## src/rtl/mul_seq_n.sv

```systemverilog
// Sequential shift-add multiplier: one adder, WIDTH iterations per product,
// unsigned or two's-complement operands selected per operation.
module mul_seq_n #(
  parameter int WIDTH = 8
) (
  input  logic               clk,
  input  logic               rst_n,
  input  logic               in_valid,
  output logic               in_ready,
  input  logic [WIDTH-1:0]   a,
  input  logic [WIDTH-1:0]   b,
  input  logic               is_signed,
  output logic               out_valid,
  input  logic               out_ready,
  output logic [2*WIDTH-1:0] y
);

  localparam int PW = 2 * WIDTH;
  localparam int CW = $clog2(WIDTH + 1);

  typedef enum logic [1:0] {IDLE, BUSY, DONE} state_t;

  state_t           state_q, state_d;
  logic [PW-1:0]    mcand_q, mcand_d;
  logic [PW-1:0]    acc_q, acc_d;
  logic [PW-1:0]    y_q, y_d;
  logic [WIDTH-1:0] mplier_q, mplier_d;
  logic [CW-1:0]    count_q, count_d;
  logic             neg_q, neg_d;
  logic             out_valid_q, out_valid_d;

  logic [WIDTH-1:0] a_mag, b_mag;
  logic [PW-1:0]    acc_sum;

  always_ff @(posedge clk or negedge rst_n) begin
    if (!rst_n) begin
      state_q     <= IDLE;
      mcand_q     <= '0;
      acc_q       <= '0;
      y_q         <= '0;
      mplier_q    <= '0;
      count_q     <= '0;
      neg_q       <= 1'b0;
      out_valid_q <= 1'b0;
    end else begin
      state_q     <= state_d;
      mcand_q     <= mcand_d;
      acc_q       <= acc_d;
      y_q         <= y_d;
      mplier_q    <= mplier_d;
      count_q     <= count_d;
      neg_q       <= neg_d;
      out_valid_q <= out_valid_d;
    end
  end

  // The most negative operand negates to 2^(WIDTH-1), which still fits as an unsigned magnitude.
  always_comb begin
    a_mag   = (is_signed && a[WIDTH-1]) ? (~a + 1'b1) : a;
    b_mag   = (is_signed && b[WIDTH-1]) ? (~b + 1'b1) : b;
    acc_sum = acc_q + (mplier_q[0] ? mcand_q : '0);
  end

  always_comb begin
    state_d     = state_q;
    mcand_d     = mcand_q;
    acc_d       = acc_q;
    y_d         = y_q;
    mplier_d    = mplier_q;
    count_d     = count_q;
    neg_d       = neg_q;
    out_valid_d = out_valid_q;

    case (state_q)
      IDLE: begin
        if (in_valid) begin
          mcand_d  = {{WIDTH{1'b0}}, a_mag};
          mplier_d = b_mag;
          neg_d    = is_signed & (a[WIDTH-1] ^ b[WIDTH-1]);
          acc_d    = '0;
          count_d  = '0;
          state_d  = BUSY;
        end
      end
      BUSY: begin
        // Shifting the multiplicand each step is equivalent to adding it shifted by the count.
        acc_d    = acc_sum;
        mcand_d  = mcand_q << 1;
        mplier_d = mplier_q >> 1;
        count_d  = count_q + 1'b1;
        if (count_q == CW'(WIDTH - 1)) begin
          y_d         = neg_q ? (~acc_sum + 1'b1) : acc_sum;
          out_valid_d = 1'b1;
          state_d     = DONE;
        end
      end
      DONE: begin
        if (out_ready) begin
          out_valid_d = 1'b0;
          state_d     = IDLE;
        end
      end
      default: state_d = IDLE;
    endcase
  end

  assign in_ready  = (state_q == IDLE);
  assign out_valid = out_valid_q;
  assign y         = y_q;

endmodule
```

## config.mk

```make
export PLATFORM = sky130hd
export DESIGN_NAME = mul_seq_n
export DESIGN_NICKNAME = d
export VERILOG_FILES = /design/src/rtl/mul_seq_n.sv
export SDC_FILE = /design/constraint.sdc
export NUM_CORES = 1
export LEC_CHECK = 0
export BUFFER_PORTS_ARGS = -buffer_cell sky130_fd_sc_hd__clkbuf_2
export CAP_MARGIN = 25
export CORE_ASPECT_RATIO = 1.25
export CORE_MARGIN = 4
export CORE_UTILIZATION = 50
export DETAILED_ROUTE_END_ITERATION = 8
export PLACE_DENSITY = 0.69
export SYNTH_ARGS = -nofsm -noshare
export SYNTH_HDL_FRONTEND = slang
export SYNTH_SLANG_ARGS = --single-unit
```

## constraint.sdc

```tcl
create_clock -name clk -period 4.6 [get_ports clk]
set_input_delay 0.92 -clock clk [delete_from_list [all_inputs] [get_ports clk]]
set_output_delay 0.92 -clock clk [all_outputs]
set_load 0.01 [all_outputs]
```

==> results of run 1 <==
power groups by stage:
stage	Sequential [mW]	Clock, mW	Combinational [mW]
floorplan	0.961	0	1.20
global placement	0.988	0	1.55
detailed placement	0.996	0	1.61
CTS	0.989	0.515	1.61
global route	1.02	0.537	1.82
finish	0.988	0.504	1.60
per-stage QoR:
| stage | instance area (um^2) | setup slack (ps) | util | std cells |
|---|---|---|---|---|
| 6_report | 4380 | 1140 | 0.585 | 569 |
| 5_1_grt | 4380 | 936 | 0.585 | 569 |
| 4_1_cts | 4380 | 1140 | 0.585 | 569 |
| 2_1_floorplan | 3890 | 1440 | - | 440 |
| 3_5_place_dp | 4180 | 1200 | 0.558 | 553 |
| 3_3_place_gp | 4140 | 1280 | 0.553 | 551 |
cells in the final DEF, fill, tap and decap left out, types with 2 or more instances in the layout:
cell / Yosys / routed
a211o_1: 3 / 3
a21oi_1: 14 / 14
nor2_1: 24 / 24
or3_1: 7 / 7
o41ai_2: 3 / 3
nand2b_1: 3 / 3
nor3_1: 2 / 2
a22o_1: 6 / 6
ha_1: 19 / 19
o21ai_0: 55 / 55
and2_1: 18 / 18
clkbuf_2: 0 / 38
nand4_1: 4 / 4
clkinvlp_4: 0 / 2
buf_4: 0 / 4
a22oi_1: 12 / 12
a31oi_1: 7 / 7
clkinv_2: 0 / 2
o31ai_1: 5 / 5
xnor2_1: 18 / 18
mux2i_1: 3 / 3
o21ai_1: 3 / 3
o211ai_1: 3 / 3
dfrtp_1: 64 / 64
inv_1: 7 / 7
a21o_1: 5 / 5
xor2_1: 20 / 20
nand3_1: 24 / 24
nand2_1: 71 / 71
clkbuf_8: 0 / 11
Yosys cell counts (all sizes together):
library cell and n:
and2 18, nand2 72, o31ai 5, xor2 20
a211o 3, o41ai 3, dfrtp 64, o211a 1
nand3 24, mux2i 3, o221ai 1, nand4 4
nor2b 2, a21oi 14, and3 1, o211ai 3
and4 1, nor2 24, o31a 1, fa 1
nor3 2, nand4bb 1, a311o 1, a221oi 1
a221o 1, or2 1, o21bai 1, a31oi 7
nand2b 3, buf 2, a22o 6, or3 7
a21o 5, a22oi 12, o21ai 58, clkbuf 21
xnor2 19, o21a 1, ha 19, inv 7
critical path: cells and delay by family, from the launching register on:
kind            cells  cell delay (ps)
simple gates        4              980
compound gates      4              710
fa+ha+maj           2              630
flops               1              540
xor+xnor            2              470
metal layers:
| metal | up-vias | GRT usage | part of all wire |
|---|---|---|---|
| met1 | 1526 | 0.253 | 0.43 |
| met3 | 28 | 0.0354 | 0.036 |
| met5 | - | 0 | 0 |
| met4 | 0 | 0.135 | 0.050 |
| li1 | 1611 | - | - |
| met2 | 71 | 0.325 | 0.48 |
worst paths after layout:
check	startpoint	end	slack [ps]	cells after the start
min in group clk	y[2]$_DFFE_PN0P_	y[2]$_DFFE_PN0P_	470	2
setup / recovery	mplier_q[0]$_DFFE_PN0P_	y[15]$_DFFE_PN0P_	1140	12
hold / removal	rst_n	y[12]$_DFFE_PN0P_	420	1
setup reg to reg	mplier_q[0]$_DFFE_PN0P_	y[15]$_DFFE_PN0P_	1140	12
max in group asynchronous	rst_n	mcand_q[5]$_DFFE_PN0P_	3610	2
hold reg to reg	y[2]$_DFFE_PN0P_	y[2]$_DFFE_PN0P_	470	2
logic make-up after synthesis:
kind of cell / synth area share
AO/OA/AOI/OAI: 0.205
XOR/XNOR: 0.0897
adder cells (fa/ha/maj): 0.0662
buffers and inverters: 0.0293
flip-flops: 0.411
multiplexers: 0.00771
AND/OR/NAND/NOR: 0.191
state kept, by name, indices dropped and copies added (netlist names):
register   cells
acc_q         16
mcand_q       16
y             16
mplier_q       8
count_q        4
state_q        2
neg_q          1
out_valid      1
layout make-up:
type	instances	area, um^2	share of cell area
inverters	7	26.3	0.00599
repair buffers	44	255	0.0582
clock inverters	5	55.1	0.0126
multi-input cells	346	2180	0.497
well taps	92	115	0.0263
flip-flops and latches	64	1600	0.365
clock buffers	11	151	0.0345
==> results.py, run 1 <==
metrics = {
    "outcome": {
        "status": "finished clean",
    },
    "synth": {
        "synth_nets": 481,
        "seq_area_frac_synth": 0.411,
        "synth_area_mm2": 0.00389,
        "ys_types": 44,
        "ys_ff_latch": 64,
        "syn_area_per_cell_um2": 8.85,
        "synth_top_area_frac": 0.411,
        "yosysWarningCount": 0,
        "yosys.area.top_type": "dfrtp_1",
        "syn_inst": 440,
        "synth_top_cells_by_area": "dfrtp_1 41%, o21ai_0 7.1%, nand2_1 6.8%, ha_1 6.1%, xor2_1 4.5%",
    },
    "setup_path": {
        "crit_type": "reg -> reg",
        "setup.worst_path.end_class": "register",
        "crit_chain": "and2_1, ha_1, fa_1, a21o_1, a21oi_1, xor2_1, nand4_1, or3_1, nand2b_1, o41ai_2, xnor2_1, o21ai_1",
        "start_kind": "register",
        "cp_slowest_stage_delay_ps": 540,
        "critPathArrivalTime_ps": 3690,
        "worstPathRequired_ps": 4820,
        "crit_slowest_cell": "dfrtp_1",
        "crit_fanout": 17,
    },
    "pwr": {
        "irDropWorstVdd_mv": 0.329,
        "p_comb_frac": 0.518,
        "p_leak_nw": 2.09,
        "p_clk_frac": 0.163,
        "internal_power_mw": 1.72,
        "pwr-share-seq": 0.319,
        "switching_share": 0.443,
        "p_switching_mw": 1.37,
        "power_density_mw_per_mm2": 706,
        "total_power_mw": 3.09,
    },
    "global_routing": {
        "grt_overflow": 0,
        "grt_pass1_wl_um": 14900,
        "grt_max_degree": 36,
        "antenna_found_initial": 0,
        "grt_pass1_vias": 3184,
        "grt_usage": 0.205,
    },
    "cts": {
        "hold_buffers": 0,
        "htree_levels": 3,
        "clk_pin_slew_ps": 70,
        "cts_resized": 0,
        "cts.sinks": 64,
        "numCtsBuffers": 9,
        "cts_tree": "yes",
        "cts-root-buf": "clkbuf_8",
        "clk_latency_ps": 350,
        "cts_setup_buffers": 0,
        "clockBufferDepth": 2,
    },
    "cells_and_area": {
        "num_antenna_cells": 0,
        "fill_cells": 664,
        "areaGrowthSynthToFinish_pct": 12.6,
        "final_nets": 513,
        "drive_gt1_frac": 0.145,
    },
    "die": {
        "core_area_mm2": 0.00749,
        "io_pins": 39,
        "initial_utilization": 0.520,
        "rows": 35,
        "dieArea_mm2": 0.00927,
        "fp.dieH_um": 107,
        "die_w_um": 86.9,
    },
    "sta": {
        "timing_hold_violations_final": 0,
        "tightest_slew_ps": 958,
        "tns_ps": 0,
        "relSlewSlack": 0.360,
        "skew_ps": 5.44,
        "layout_min_cycle_time_ps": 3460,
        "fin_crit_sh": 0.753,
        "hold_ws_ps": 422,
        "rsz0062_at_grt": "false",
        "drv_slew": 0,
        "fmax_ghz": 0.289,
        "setup_violations": 0,
    },
    "drt": {
        "wire_per_inst_um": 15.0,
        "num_vias": 3236,
        "drt_iter0_markers": 166,
        "ant_nets": 0,
        "drt-total-wl_um": 8550,
        "avgViaCountPerCell": 5.69,
        "drcViolationCount": 0,
        "first_pass_iters": 4,
    },
    "placed_design": {
        "dpl.hpwl_um": 6380,
        "globalplace.congestion": 1.08,
        "io_buffer_count": 38,
    },
    "run": {
        "maxCapViolCount": 0,
    },
    "hold_path": {
        "hp-class": "in -> async",
    },
}
(Power assumes the default switching activity.)
==> inputs of run 2 (changes only) <==
Settings changed: PLACE_DENSITY 0.69 to 0.72.
Clock period 4.6 ns to 3.1 ns, I/O delays scaled along.
==> run 2 against run 1 <==
The flow now finishes with violations (setup timing). Sequential share of layout area shrank 2.3 points. Total power grew 65%. Global-route usage grew 0.58 points. Hold slack worse by 69 ps. Critical path type unchanged. Critical endpoint unchanged. Highest routed layer unchanged.
==> results.py, run 2 (same netlist as run 1, synthesis figures left out) <==
metrics = {
    "cts": {
        "clockBufferDepth": 2,
        "cts_tree": "yes",
        "numCtsBuffers": 9,
        "cts-root-buf": "clkbuf_8",
        "cts.sinks": 64,
        "htree_levels": 3,
        "clk_latency_ps": 350,
        "clk_pin_slew_ps": 70,
    },
    "global_routing": {
        "grt_max_degree": 35,
        "grt_overflow": 0,
        "grt_pass1_wl_um": 15500,
        "grt_usage": 0.211,
        "antenna_found_initial": 0,
        "grt_pass1_vias": 3395,
    },
    "sta": {
        "drv_slew": 0,
        "setup_violations": 1,
        "rsz0062_at_grt": "true",
        "fin_crit_sh": 1.02,
        "relSlewSlack": 0.386,
        "fmax_ghz": 0.315,
        "layout_min_cycle_time_ps": 3170,
        "setup_ws_ps": -70.4,
        "timing_hold_violations_final": 0,
        "tightest_slew_ps": 918,
        "skew_ps": 5.86,
    },
    "die": {
        "initial_utilization": 0.520,
        "fp.dieH_um": 107,
        "rows": 35,
        "dieArea_mm2": 0.00927,
        "io_pins": 39,
        "die_w_um": 86.9,
        "core_area_mm2": 0.00749,
    },
    "run": {
        "maxCapViolCount": 0,
    },
    "setup_path": {
        "regToRegEndpoint": "y[15]$_DFFE_PN0P_",
        "r2r_slack_ps": -70,
        "worstPathRequired_ps": 3300,
        "start_kind": "register",
        "setup.worst_path.end_class": "register",
        "crit_fanout": 3,
        "reg2regPathDepth": 13,
        "critPathArrivalTime_ps": 3370,
        "crit_type": "reg -> reg",
        "rr_startpoint": "mplier_q[0]$_DFFE_PN0P_",
    },
    "placed_design": {
        "dpl.hpwl_um": 6710,
        "dpl_cell_area_mm2": 0.00426,
        "io_buffer_count": 38,
        "globalplace.congestion": 0.952,
    },
    "pwr": {
        "power_density_mw_per_mm2": 1090,
        "p_leak_nw": 2.20,
        "irDropWorstVdd_mv": 0.523,
    },
    "cells_and_area": {
        "areaGrowthSynthToFinish_pct": 20.2,
        "final_common_cell": "nand2_1",
        "layout_common_cells": "71 x nand2_1, 64 x dfrtp_1, 55 x o21ai_0, 38 x clkbuf_2",
        "fin_area_mm2": 0.00468,
        "num_antenna_cells": 0,
        "post-route-util": 0.625,
        "drive_gt1_frac": 0.218,
        "final_nets": 532,
    },
    "drt": {
        "first_pass_iters": 4,
        "avgViaCountPerCell": 5.75,
        "num_vias": 3381,
        "wire_per_inst_um": 16.0,
        "drt_iter0_markers": 198,
        "drcViolationCount": 0,
        "drt-total-wl_um": 9430,
        "ant_nets": 0,
    },
    "outcome": {
        "violations": "setup timing",
        "status": "complete, but fails checks",
    },
    "hold_path": {
        "hp-class": "in -> async",
    },
}
run 2: worst max-delay path by stage:
| stage | cells after the start | endpoint | from |
|---|---|---|---|
| CTS | 13 | y[15]$_DFFE_PN0P_ | mplier_q[0]$_DFFE_PN0P_ |
| global placement | 11 | y[15]$_DFFE_PN0P_ | mcand_q[0]$_DFFE_PN0P_ |
| detailed placement | 11 | y[15]$_DFFE_PN0P_ | mcand_q[0]$_DFFE_PN0P_ |
| global route | 13 | y[15]$_DFFE_PN0P_ | mplier_q[0]$_DFFE_PN0P_ |
| finish | 13 | y[15]$_DFFE_PN0P_ | mplier_q[0]$_DFFE_PN0P_ |
| floorplan | 13 | y[15]$_DFFE_PN0P_ | mplier_q[0]$_DFFE_PN0P_ |
run 2: through the flow:
step / power (mW) / hold slack [ps] / setup TNS, ps / setup slack [ps] / instances
floorplan: 3.22 / 324 / -6.27 / -6.27 / 440
global placement: 3.96 / 449 / 0 / 77.2 / 564
detailed placement: 4.05 / 455 / -59.7 / -59.7 / 564
CTS: 4.87 / 374 / -54.8 / -54.8 / 583
global route: 5.51 / 425 / -590 / -179 / 588
finish: 5.10 / 354 / -70.4 / -70.4 / 588
run 2: timing repair:
action | CTS | global route
gates cloned | 0 | 0
buffers inserted | 3 | 5
hold buffers | 0 | 0
pin swaps | 9 | 16
endpoints found under the setup margin | 3 | 8
resized for setup | 5 | 18
run 2: area by class of cell:
| cell class | instances | area [um^2] |
|---|---|---|
| tap | 92 | 115 |
| clock inverter | 5 | 55.1 |
| inverter | 7 | 26.3 |
| multi-input combinational | 346 | 2340 |
| clock buffer | 11 | 151 |
| fill | 626 | 2810 |
| sequential | 64 | 1600 |
| timing repair buffer | 63 | 390 |
run 2: metal layers:
layer  vias to the layer above  share of wire  global-route usage
met4                         0          0.048               0.116
met2                        94           0.51               0.364
met5                         -              0                   0
li1                       1654              -                   -
met3                        39          0.036              0.0346
met1                      1594           0.41               0.245
run 2: critical path: stages, from the launching register on:
cell      delay, ps
dfrtp_1         380
and2_1          160
ha_2            180
fa_2            370
a21o_4          250
a221oi_4        280
buf_4           150
o211ai_1         90
a31oi_1         260
xor2_1          350
nand2b_4         90
o41ai_4         240
xnor2_1         150
o21ai_1          70
run 2: power breakdown:
group	leakage [nW]	switching (mW)	total [mW]	internal, mW
Sequential	0.822	0.261	1.45	1.19
Clock	0.101	0.335	0.746	0.412
Combinational	1.28	1.65	2.90	1.26
Total	2.20	2.24	5.10	2.86
